<file path="src/rtl/adc733_pkg.sv">
`default_nettype none
// adc733_pkg: shared widths, record layout and FSM encoding for the ADC733 scan controller.
// Rev 1.0
package adc733_pkg;

  localparam int NUM_CH  = 8;
  localparam int CH_W    = 3;
  localparam int DATA_W  = 16;
  localparam int FRAME_W = 8;
  localparam int REC_W   = 28;

  // Record layout, LSB first: last | data | channel | frame
  localparam int LAST_LSB  = 0;
  localparam int DATA_LSB  = 1;
  localparam int CH_LSB    = 17;
  localparam int FRAME_LSB = 20;

  typedef enum logic [1:0] {
    IDLE    = 2'd0,
    WAIT_DM = 2'd1,
    RUN     = 2'd2
  } state_t;

  function automatic logic [CH_W-1:0] top_channel(input logic [NUM_CH-1:0] mask);
    top_channel = '0;
    for (int i = 0; i < NUM_CH; i++) begin
      if (mask[i]) top_channel = CH_W'(i);
    end
  endfunction

  function automatic logic [REC_W-1:0] pack_rec(
    input logic [FRAME_W-1:0] frame,
    input logic [CH_W-1:0]    ch,
    input logic [DATA_W-1:0]  data,
    input logic               last
  );
    pack_rec = {frame, ch, data, last};
  endfunction

endpackage
`default_nettype wire

</file>
<file path="src/rtl/adc733_sample_fifo.sv">
`default_nettype none
// adc733_sample_fifo: synchronous record FIFO with a registered output stage.
// Rev 1.0
module adc733_sample_fifo
  import adc733_pkg::*;
#(
  parameter int DEPTH = 8,
  parameter int W     = REC_W
) (
  input  logic         clk,
  input  logic         rst_l,
  input  logic         push,
  input  logic [W-1:0] push_data,
  input  logic         pop,
  output logic         full,
  output logic         out_valid,
  output logic [W-1:0] out_data
);

  localparam int AW = $clog2(DEPTH);

  logic [W-1:0]  mem [DEPTH];
  logic [AW-1:0] wr_ptr;
  logic [AW-1:0] rd_ptr;
  logic [AW:0]   count;
  logic          wr_ok;
  logic [AW-1:0] rd_next;
  logic [AW:0]   count_after_pop;

  assign full            = (count == (AW+1)'(DEPTH));
  assign wr_ok           = push & (~full | pop);
  assign rd_next         = rd_ptr + AW'(pop);
  assign count_after_pop = count - (AW+1)'(pop);

  always_ff @(posedge clk) begin
    if (wr_ok) mem[wr_ptr] <= push_data;
  end

  // The output stage only sees entries written on earlier edges, so a fresh
  // write is presented one cycle after it lands; the head is held while stalled.
  always_ff @(posedge clk) begin
    if (!rst_l) begin
      wr_ptr    <= '0;
      rd_ptr    <= '0;
      count     <= '0;
      out_valid <= 1'b0;
      out_data  <= '0;
    end else begin
      if (wr_ok) wr_ptr <= wr_ptr + AW'(1);
      rd_ptr    <= rd_next;
      count     <= count_after_pop + (AW+1)'(wr_ok);
      out_valid <= (count_after_pop != '0);
      if (count_after_pop != '0) out_data <= mem[rd_next];
    end
  end

endmodule
`default_nettype wire

</file>
<file path="src/rtl/adc733_scan_ctrl.sv">
`default_nettype none
// adc733_scan_ctrl: SYNC pacing, channel-mask filtering, frame tagging and buffered sample stream.
// Rev 1.0
module adc733_scan_ctrl
  import adc733_pkg::*;
#(
  parameter int FIFO_DEPTH = 8,
  parameter int SYNC_WIDTH = 4
) (
  input  logic               clk,
  input  logic               rst_l,
  input  logic               enable,
  input  logic [NUM_CH-1:0]  ch_mask,
  input  logic [15:0]        sync_period,
  input  logic               clr_status,
  input  logic [DATA_W-1:0]  adc_data,
  input  logic               adc_rd_en,
  input  logic               adc_op_mode,
  input  logic [CH_W-1:0]    adc_channel,
  output logic               sync_o,
  output logic               out_valid,
  input  logic               out_ready,
  output logic [DATA_W-1:0]  out_data,
  output logic [CH_W-1:0]    out_channel,
  output logic [FRAME_W-1:0] out_frame,
  output logic               out_last,
  output logic               busy,
  output logic               frame_err,
  output logic               overflow
);

  state_t             state;
  logic [15:0]        timer;
  logic [NUM_CH-1:0]  mask_q;
  logic [NUM_CH-1:0]  seen;
  logic [FRAME_W-1:0] frame;
  logic               first_bnd;
  logic               rd_prev;
  logic               push_q;
  logic [REC_W-1:0]   rec_q;

  logic [15:0]        period_eff;
  logic               run_stay;
  logic               boundary;
  logic               rd_rise;
  logic [NUM_CH-1:0]  eff_mask;
  logic [NUM_CH-1:0]  eff_seen;
  logic [FRAME_W-1:0] eff_frame;
  logic [NUM_CH-1:0]  ch_bit;
  logic               accept;
  logic               dup;
  logic               incomplete;
  logic               mode_lost;
  logic               pop;
  logic               fifo_full;
  logic               fifo_drop;
  logic [REC_W-1:0]   fifo_out;

  assign period_eff = (sync_period < 16'(SYNC_WIDTH + 1)) ? 16'(SYNC_WIDTH + 1) : sync_period;
  assign run_stay   = (state == RUN) & enable & adc_op_mode;
  assign mode_lost  = (state == RUN) & enable & ~adc_op_mode;
  assign boundary   = run_stay & (timer == 16'd0);
  assign rd_rise    = adc_rd_en & ~rd_prev;

  // A sample arriving on a boundary belongs to the frame that boundary opens.
  assign eff_mask   = boundary ? ch_mask : mask_q;
  assign eff_seen   = boundary ? '0 : seen;
  assign eff_frame  = boundary ? frame + 8'd1 : frame;
  assign ch_bit     = NUM_CH'(1) << adc_channel;
  assign accept     = (state == RUN) & rd_rise & eff_mask[adc_channel];
  assign dup        = accept & eff_seen[adc_channel];
  assign incomplete = boundary & ~first_bnd & (seen != mask_q);

  assign pop        = out_valid & out_ready;
  assign fifo_drop  = push_q & fifo_full & ~pop;

  always_ff @(posedge clk) begin
    if (!rst_l) begin
      state     <= IDLE;
      timer     <= '0;
      mask_q    <= '0;
      seen      <= '0;
      frame     <= '0;
      first_bnd <= 1'b0;
      rd_prev   <= 1'b0;
      push_q    <= 1'b0;
      rec_q     <= '0;
      sync_o    <= 1'b0;
      busy      <= 1'b0;
      frame_err <= 1'b0;
      overflow  <= 1'b0;
    end else begin
      rd_prev <= adc_rd_en;
      push_q  <= accept;
      if (accept) begin
        rec_q <= pack_rec(eff_frame, adc_channel, adc_data,
                          adc_channel == top_channel(eff_mask));
      end

      // A set in the same cycle as a clear wins so no error is lost.
      frame_err <= incomplete | dup | mode_lost | (frame_err & ~clr_status);
      overflow  <= fifo_drop | (overflow & ~clr_status);

      case (state)
        IDLE: begin
          sync_o <= 1'b0;
          if (enable) begin
            state <= WAIT_DM;
            busy  <= 1'b1;
          end
        end
        WAIT_DM: begin
          if (!enable) begin
            state <= IDLE;
            busy  <= 1'b0;
          end else if (adc_op_mode) begin
            state     <= RUN;
            mask_q    <= ch_mask;
            timer     <= '0;
            first_bnd <= 1'b1;
          end
        end
        RUN: begin
          if (!enable) begin
            state  <= IDLE;
            busy   <= 1'b0;
            sync_o <= 1'b0;
          end else if (!adc_op_mode) begin
            state  <= WAIT_DM;
            sync_o <= 1'b0;
          end else begin
            sync_o <= (timer < 16'(SYNC_WIDTH));
            timer  <= (timer >= period_eff - 16'd1) ? 16'd0 : timer + 16'd1;
            if (boundary) begin
              mask_q    <= ch_mask;
              seen      <= accept ? ch_bit : '0;
              frame     <= frame + 8'd1;
              first_bnd <= 1'b0;
            end else if (accept) begin
              seen <= seen | ch_bit;
            end
          end
        end
        default: begin
          state  <= IDLE;
          busy   <= 1'b0;
          sync_o <= 1'b0;
        end
      endcase
    end
  end

  adc733_sample_fifo #(
    .DEPTH (FIFO_DEPTH),
    .W     (REC_W)
  ) u_fifo (
    .clk       (clk),
    .rst_l     (rst_l),
    .push      (push_q),
    .push_data (rec_q),
    .pop       (pop),
    .full      (fifo_full),
    .out_valid (out_valid),
    .out_data  (fifo_out)
  );

  assign out_frame   = fifo_out[FRAME_LSB +: FRAME_W];
  assign out_channel = fifo_out[CH_LSB +: CH_W];
  assign out_data    = fifo_out[DATA_LSB +: DATA_W];
  assign out_last    = fifo_out[LAST_LSB];

endmodule
`default_nettype wire
</file>
<file path="config.mk">
export PLATFORM = sky130hd
export DESIGN_NAME = adc733_scan_ctrl
export DESIGN_NICKNAME = d
export VERILOG_FILES = /design/src/rtl/adc733_pkg.sv /design/src/rtl/adc733_sample_fifo.sv /design/src/rtl/adc733_scan_ctrl.sv
export SDC_FILE = /design/constraint.sdc
export NUM_CORES = 1
export LEC_CHECK = 0
export CAP_MARGIN = 40
export CORE_MARGIN = 1
export CORE_UTILIZATION = 50
export CTS_CLUSTER_SIZE = 12
export DETAILED_ROUTE_END_ITERATION = 7
export PLACE_DENSITY = 0.7
export SKIP_CTS_REPAIR_TIMING = 1
export SYNTH_ARGS = -nofsm -noshare
export SYNTH_HDL_FRONTEND = slang
export SYNTH_HIERARCHICAL = 1
export SYNTH_SLANG_ARGS = --single-unit
</file>
<file path="constraint.sdc">
create_clock -name clk -period 5.6 [get_ports clk]
set_input_delay 1.12 -clock clk [delete_from_list [all_inputs] [get_ports clk]]
set_output_delay 1.12 -clock clk [all_outputs]
set_load 0.005 [all_outputs]
</file>
Yosys cells after proc, flatten, opt, wreduce, memory -nomap -nowiden
Memory sizes are Yosys's and may differ from the RTL's. A register that Yosys moved wholly into a read port is not among the register bits.
Index checks and enable logic that the tools add are counted.
{"block": "totals", "out_inout_bits": 33, "mem_count": 1, "mem_bits_rw": 224, "register_bits": 88, "input_bits": 50, "elab_cells": 136}
{"block": "op_classes", "order_cmp": 4, "reduce_logical": 13, "shift": 1, "n_eq_ne": 14, "n_bitwise": 28, "add_sub_neg": 7, "mux": 51}
{"memory": "u_fifo.mem", "words": 8, "word_bits": 28, "read_ports": 1, "rd_ports_with_merged_regs": 1, "wr": 1, "line_no": "adc733_sample_fifo.sv:22", "source": "logic [W-1:0] mem [DEPTH];"}
{"cell": "$mux 16", "n": 6}
{"cell": "$mux 8", "n": 10}
{"cell": "$lt 16x3->1 const B", "n": 2}
{"cell": "$pmux 16 s2", "n": 1}
{"cell": "$mux 3", "n": 8}
{"cell": "$add 16x1->16 const B", "n": 1}
{"cell": "$and 1x1->1", "n": 16}
{"cell": "$ge 16x16->1", "n": 1}
{"cell": "$logic_not 16->1", "n": 1}
{"cell": "$pmux 8 s2", "n": 1}
{"cell": "$sub 16x1->16 const B", "n": 1}
{"cell": "$mux 1", "n": 14}
{"cell": "$ne 2x2->1 const B", "n": 7}
{"cell": "$mux 2", "n": 5}
{"cell": "$add 8x1->8 const B", "n": 1}
{"cell": "$ne 8x8->1", "n": 1}
{"cell": "$or 8x8->8", "n": 1}
{"cell": "$shl 1x3->8 const A", "n": 1}
{"cell": "$bmux 1 s3", "n": 2}
{"cell": "$ne 3x3->1 const B", "n": 2}
{"cell": "$not 1->1", "n": 6}
{"cell": "$pmux 1 s2", "n": 3}
{"cell": "$pmux 2 s3", "n": 1}
{"cell": "$reduce_and 3->1", "n": 2}
{"cell": "other kinds (19)", "n": 24}

Longest topological paths before layout
{"block": "logic_depth", "depth_word": 15, "depth_mapped": 21, "mapped_depth_nobuf": 19}

Hierarchy
The synthesis kept the hierarchy.
{"module": "adc733_sample_fifo", "seq_area_each_um2": 7507.2, "area_each_um2": 9934.5, "n_inst": 1, "cells_each": 545}
{"module": "adc733_scan_ctrl", "seq_area_each_um2": 1541.5, "area_each_um2": 4355.4, "n_inst": 1, "cells_each": 490}

Least setup slack after synthesis
OpenSTA, ideal clock, no wires.
{"block": "synth_timing", "path_type": "in2reg", "from": "input port sync_period[6]", "to": "register timer[12]", "arrival_ns": 5.107, "path_stages": 18, "path_slack_ns": 0.387, "path_buffers": 1, "setup_time_ns": 0.106, "t_required_ns": 5.494, "cell_sequence": "or4_1 -> or3_1 -> buf_2 -> or3_4 -> nor3_4 -> inv_1 -> o21ai_0 -> ha_1 -> nand2_2 -> nor4_1 -> xnor2_1 -> ha_1 -> a21o_1 -> a2111oi_0 -> o21ai_0 -> a21oi_1 -> nand3_1 -> o311ai_0"}
{"block": "synth_between", "elab_chain_cells": 8}
{"item": "start, declared", "line_no": "adc733_scan_ctrl.sv:14", "source": "input logic [15:0] sync_period,"}
{"item": "$lt 16x3->1", "line_no": "adc733_scan_ctrl.sv:59", "source": "assign period_eff = (sync_period < 16'(SYNC_WIDTH + 1)) ? 16'(SYNC_WIDTH + 1) : sync_period;"}
{"item": "$mux 16 *", "line_no": "adc733_scan_ctrl.sv:59"}
{"item": "$sub 16x1->16 *", "line_no": "adc733_scan_ctrl.sv:133", "source": "timer <= (timer >= period_eff - 16'd1) ? 16'd0 : timer + 16'd1;"}
{"item": "$ge 16x16->1 *", "line_no": "adc733_scan_ctrl.sv:133"}
{"item": "$mux 16 *", "line_no": "adc733_scan_ctrl.sv:133"}
{"item": "$mux 16 *", "line_no": "adc733_scan_ctrl.sv:128", "source": "end else if (!adc_op_mode) begin"}
{"item": "$mux 16 *", "line_no": "adc733_scan_ctrl.sv:124", "source": "if (!enable) begin"}
{"item": "$pmux 16 s2 *", "line_no": "adc733_scan_ctrl.sv:104", "source": "case (state)"}
{"item": "end signal, assigned", "line_no": "adc733_scan_ctrl.sv:133"}
{"item": "end, declared", "line_no": "adc733_scan_ctrl.sv:33", "source": "logic [15:0] timer;"}
Every way passes the cells marked *; elsewhere a longest branch is shown, timed or not. The select of a mux whose other input is x is not followed.
A chain may end at the register's enable or synchronous reset.

Worst setup path after layout
{"block": "layout_timing", "from": "input port sync_period[6]", "to": "register timer[9]"}
Same word-level chain as after synthesis.

==> key figures <==
Run status
  – Status: finished, final reports clean

Synthesis
  – Mapped Cells: 1,035
  – Top-area cell type share of the netlist area: 0.471
  – Fraction of registers with async set or reset after synthesis: 0
  – Post-synth top cells: 224 x edfxtp_1, 138 x mux2i_1, 116 x dfxtp_1
  – Syn Nets: 1,116
  – Synth area leaders: edfxtp_1 47%, dfxtp_1 16%, mux2i_1 9.7%, a22oi_1 2.9%, ha_1 2.7%
  – Most common cell in the netlist: edfxtp_1
  – Synth Flop Type: edfxtp_1
  – Yosys Warn Count: 6
  – Post-synthesis cell area: 0.0143 mm^2
  – Unique cell type count in the Yosys netlist: 63
  – Post-synth EDFFs: approximately 220
  – Mapped Avg Cell Area: 13.8 um^2
  – Area leader, netlist: edfxtp_1
  – #FFs+latches synth: 340
  – Register area share after synthesis: 0.633

Layout
  – Layout cell share with drive strength beyond 1: 0.102
  – Fillers: around 2,200
  – N_diodes: 0
  – NumNets Final: 1,219
  – Area grow syn2layout: 17.8%

Die
  – Core ar.: 0.0279 mm^2
  – Initial core utilization: 0.512
  – Chip height: 171 um
  – Boundary pin count: 83
  – Die area: between 0.02 and 0.03 mm^2
  – Die width: 171 um
  – Row count: 61

STA
  – Final hold slack: 0.464 ns
  – Fin crit period: between 5 and 6 ns
  – Pins Over Slew Limit: 0
  – Slew Limit Headroom: 0.469
  – Worst-margin pin slew: 0.797 ns
  – Finish-stage setup viols: 0
  – Unrepaired setup endpoints after global routing: no
  – Ratio of final minimum period to clock period: 0.921
  – Final-report hold violation count: 0
  – Final setup TNS: 0 ns
  – Clk_skew: 0.0196 ns
  – Fmax: between 150 and 200 MHz

Min path
  – WHS Path Cells: 1
  – Hold crit path type: register to register

Routing
  – Routed vias/inst: around 5.6
  – Drt pass-1 iters: 4
  – DRC viols: 0
  – Per-cell routed wire length: 18.8 um
  – Vias: 8,627
  – Remaining antenna violation count: 0
  – Total Wirelength: about 29,000 um
  – Initial DRC Count: ~520

Clock tree
  – CTS Buffer Depth: 3
  – CTS tree: done
  – CTS Root Cell: clkbuf_16
  – Clk slew on worst S/H paths: around 0.06 ns
  – Clk sink count: 340
  – Later-pin clock latency in the skew report: between 0.5 and 0.6 ns
  – H-tree depth: 2
  – Total CTS buffers: 37

GRT
  – Remaining Overflow, GRT: 0
  – Largest net degree at the start of global routing: 44
  – Vias in the first global route: 8,540
  – First-pass GRT wire length: 46,000 um
  – Initial antenna violation count: 0
  – Total track usage: 0.206

Setup path
  – CP required: around 6 ns
  – Crit path max fanout: 11
  – Data arrival time of the critical path: 5.56 ns
  – Crit Path Class: input port to register
  – Reg2reg path depth: 10
  – Worst setup SP type: input port
  – Crit end category: register

Pwr
  – Total Power: about 6 mW
  – LEAKAGE: approximately 5.5 nW
  – Peak supply drop: roughly 0.21 mV
  – Pwr/cell area: 366 mW/mm^2

Flow run
  – Max_cap viols: 0

Placement
  – GPL Wtd Cong: 0.821
  – Detailed placer's ending HPWL: 16,700 um
  – IO buf count: 82
-- worst paths after layout --
path	slack (ns)	from	end
min reg2reg	0.46	u_fifo/out_data[11]	u_fifo/out_data[11]
max reg2reg	2.19	state[0]	frame_err
min	0.46	u_fifo/out_data[11]	u_fifo/out_data[11]
max	0.44	sync_period[6]	timer[9]
-- flip-flops by register name, summed over array words and instances (netlist names), 2 cells and up --
register         flops
frame                8
mask_q               8
rec_q               28
seen                 8
state                2
timer               16
u_fifo/count         4
u_fifo/mem         224
u_fifo/out_data     28
u_fifo/rd_ptr        3
u_fifo/wr_ptr        3
-- critical path: stages --
cell and delay [ns]:
clkdlybuf4s50_1 0.41, or4_1 0.54, or3_1 0.34, or3_4 0.39
nor3_4 0.14, inv_1 0.05, o21ai_0 0.16, ha_1 0.21
nand2_2 0.09, nor3_1 0.23, xnor2_1 0.12, ha_1 0.19
a21o_1 0.17, a21oi_1 0.17, o21ai_0 0.10, a2111oi_0 0.26
o21ai_0 0.20, a21o_1 0.32, o311ai_0 0.34
-- logic make-up after synthesis --
family                   after synthesis  share of synthesized area
multiplexers                         144                      0.106
flip-flops                           340                      0.633
AND/OR/NAND/NOR                      221                     0.0855
AO/OA/AOI/OAI                        181                     0.0948
buffers and inverters                 78                     0.0286
XOR/XNOR                              40                     0.0245
adder cells (fa/ha/maj)               31                     0.0271
-- cell type report --
| type | count | area, um^2 | share of cell area |
|---|---|---|---|
| tap | 378 | 473 | 0.0281 |
| multi-input combinational | 617 | 4880 | 0.290 |
| inverter | 29 | 109 | 0.00646 |
| sequential | 340 | 9050 | 0.537 |
| clock inverter | 9 | 149 | 0.00884 |
| clock buffer | 59 | 1060 | 0.0632 |
| timing repair buffer | 113 | 1110 | 0.0661 |
-- placed cells by master, fill, tap and decap left out, types with 29 or more instances in the layout --
cell,count
edfxtp_1,224
mux2i_1,138
dfxtp_1,116
clkdlybuf4s50_1,81
a22oi_1,56
nand2_1,45
clkbuf_16,38
o21ai_0,32
a32o_1,32
nor2_1,30
ha_1,30
inv_1,29
nor2b_1,29
-- metal layers --
layer  up-vias  share of wire  GRT usage
li1       4142              -          -
met3        42          0.045     0.0289
met2       200           0.50      0.363
met1      4243           0.44      0.265
met5         -              0          0
met4         0          0.015     0.0524
-- through the flow --
stage          cell area (um^2)  setup slack, ns  cells  utilization
4_1_cts                   16800            0.446   1545        0.603
6_report                  16800            0.441   1545        0.603
2_1_floorplan             14300            0.387   1035            -
3_3_place_gp              15600           0.0569   1474        0.557
5_1_grt                   16800          0.00624   1545        0.603
3_5_place_dp              15600          -0.0878   1477        0.559
-- where the power goes --
group / switching, mW / internal (mW)
clock network: 0.942 / 1.45
logic: 0.456 / 0.473
registers: 0.0785 / 2.77
Note: power is estimated with default switching activity, not from simulation.
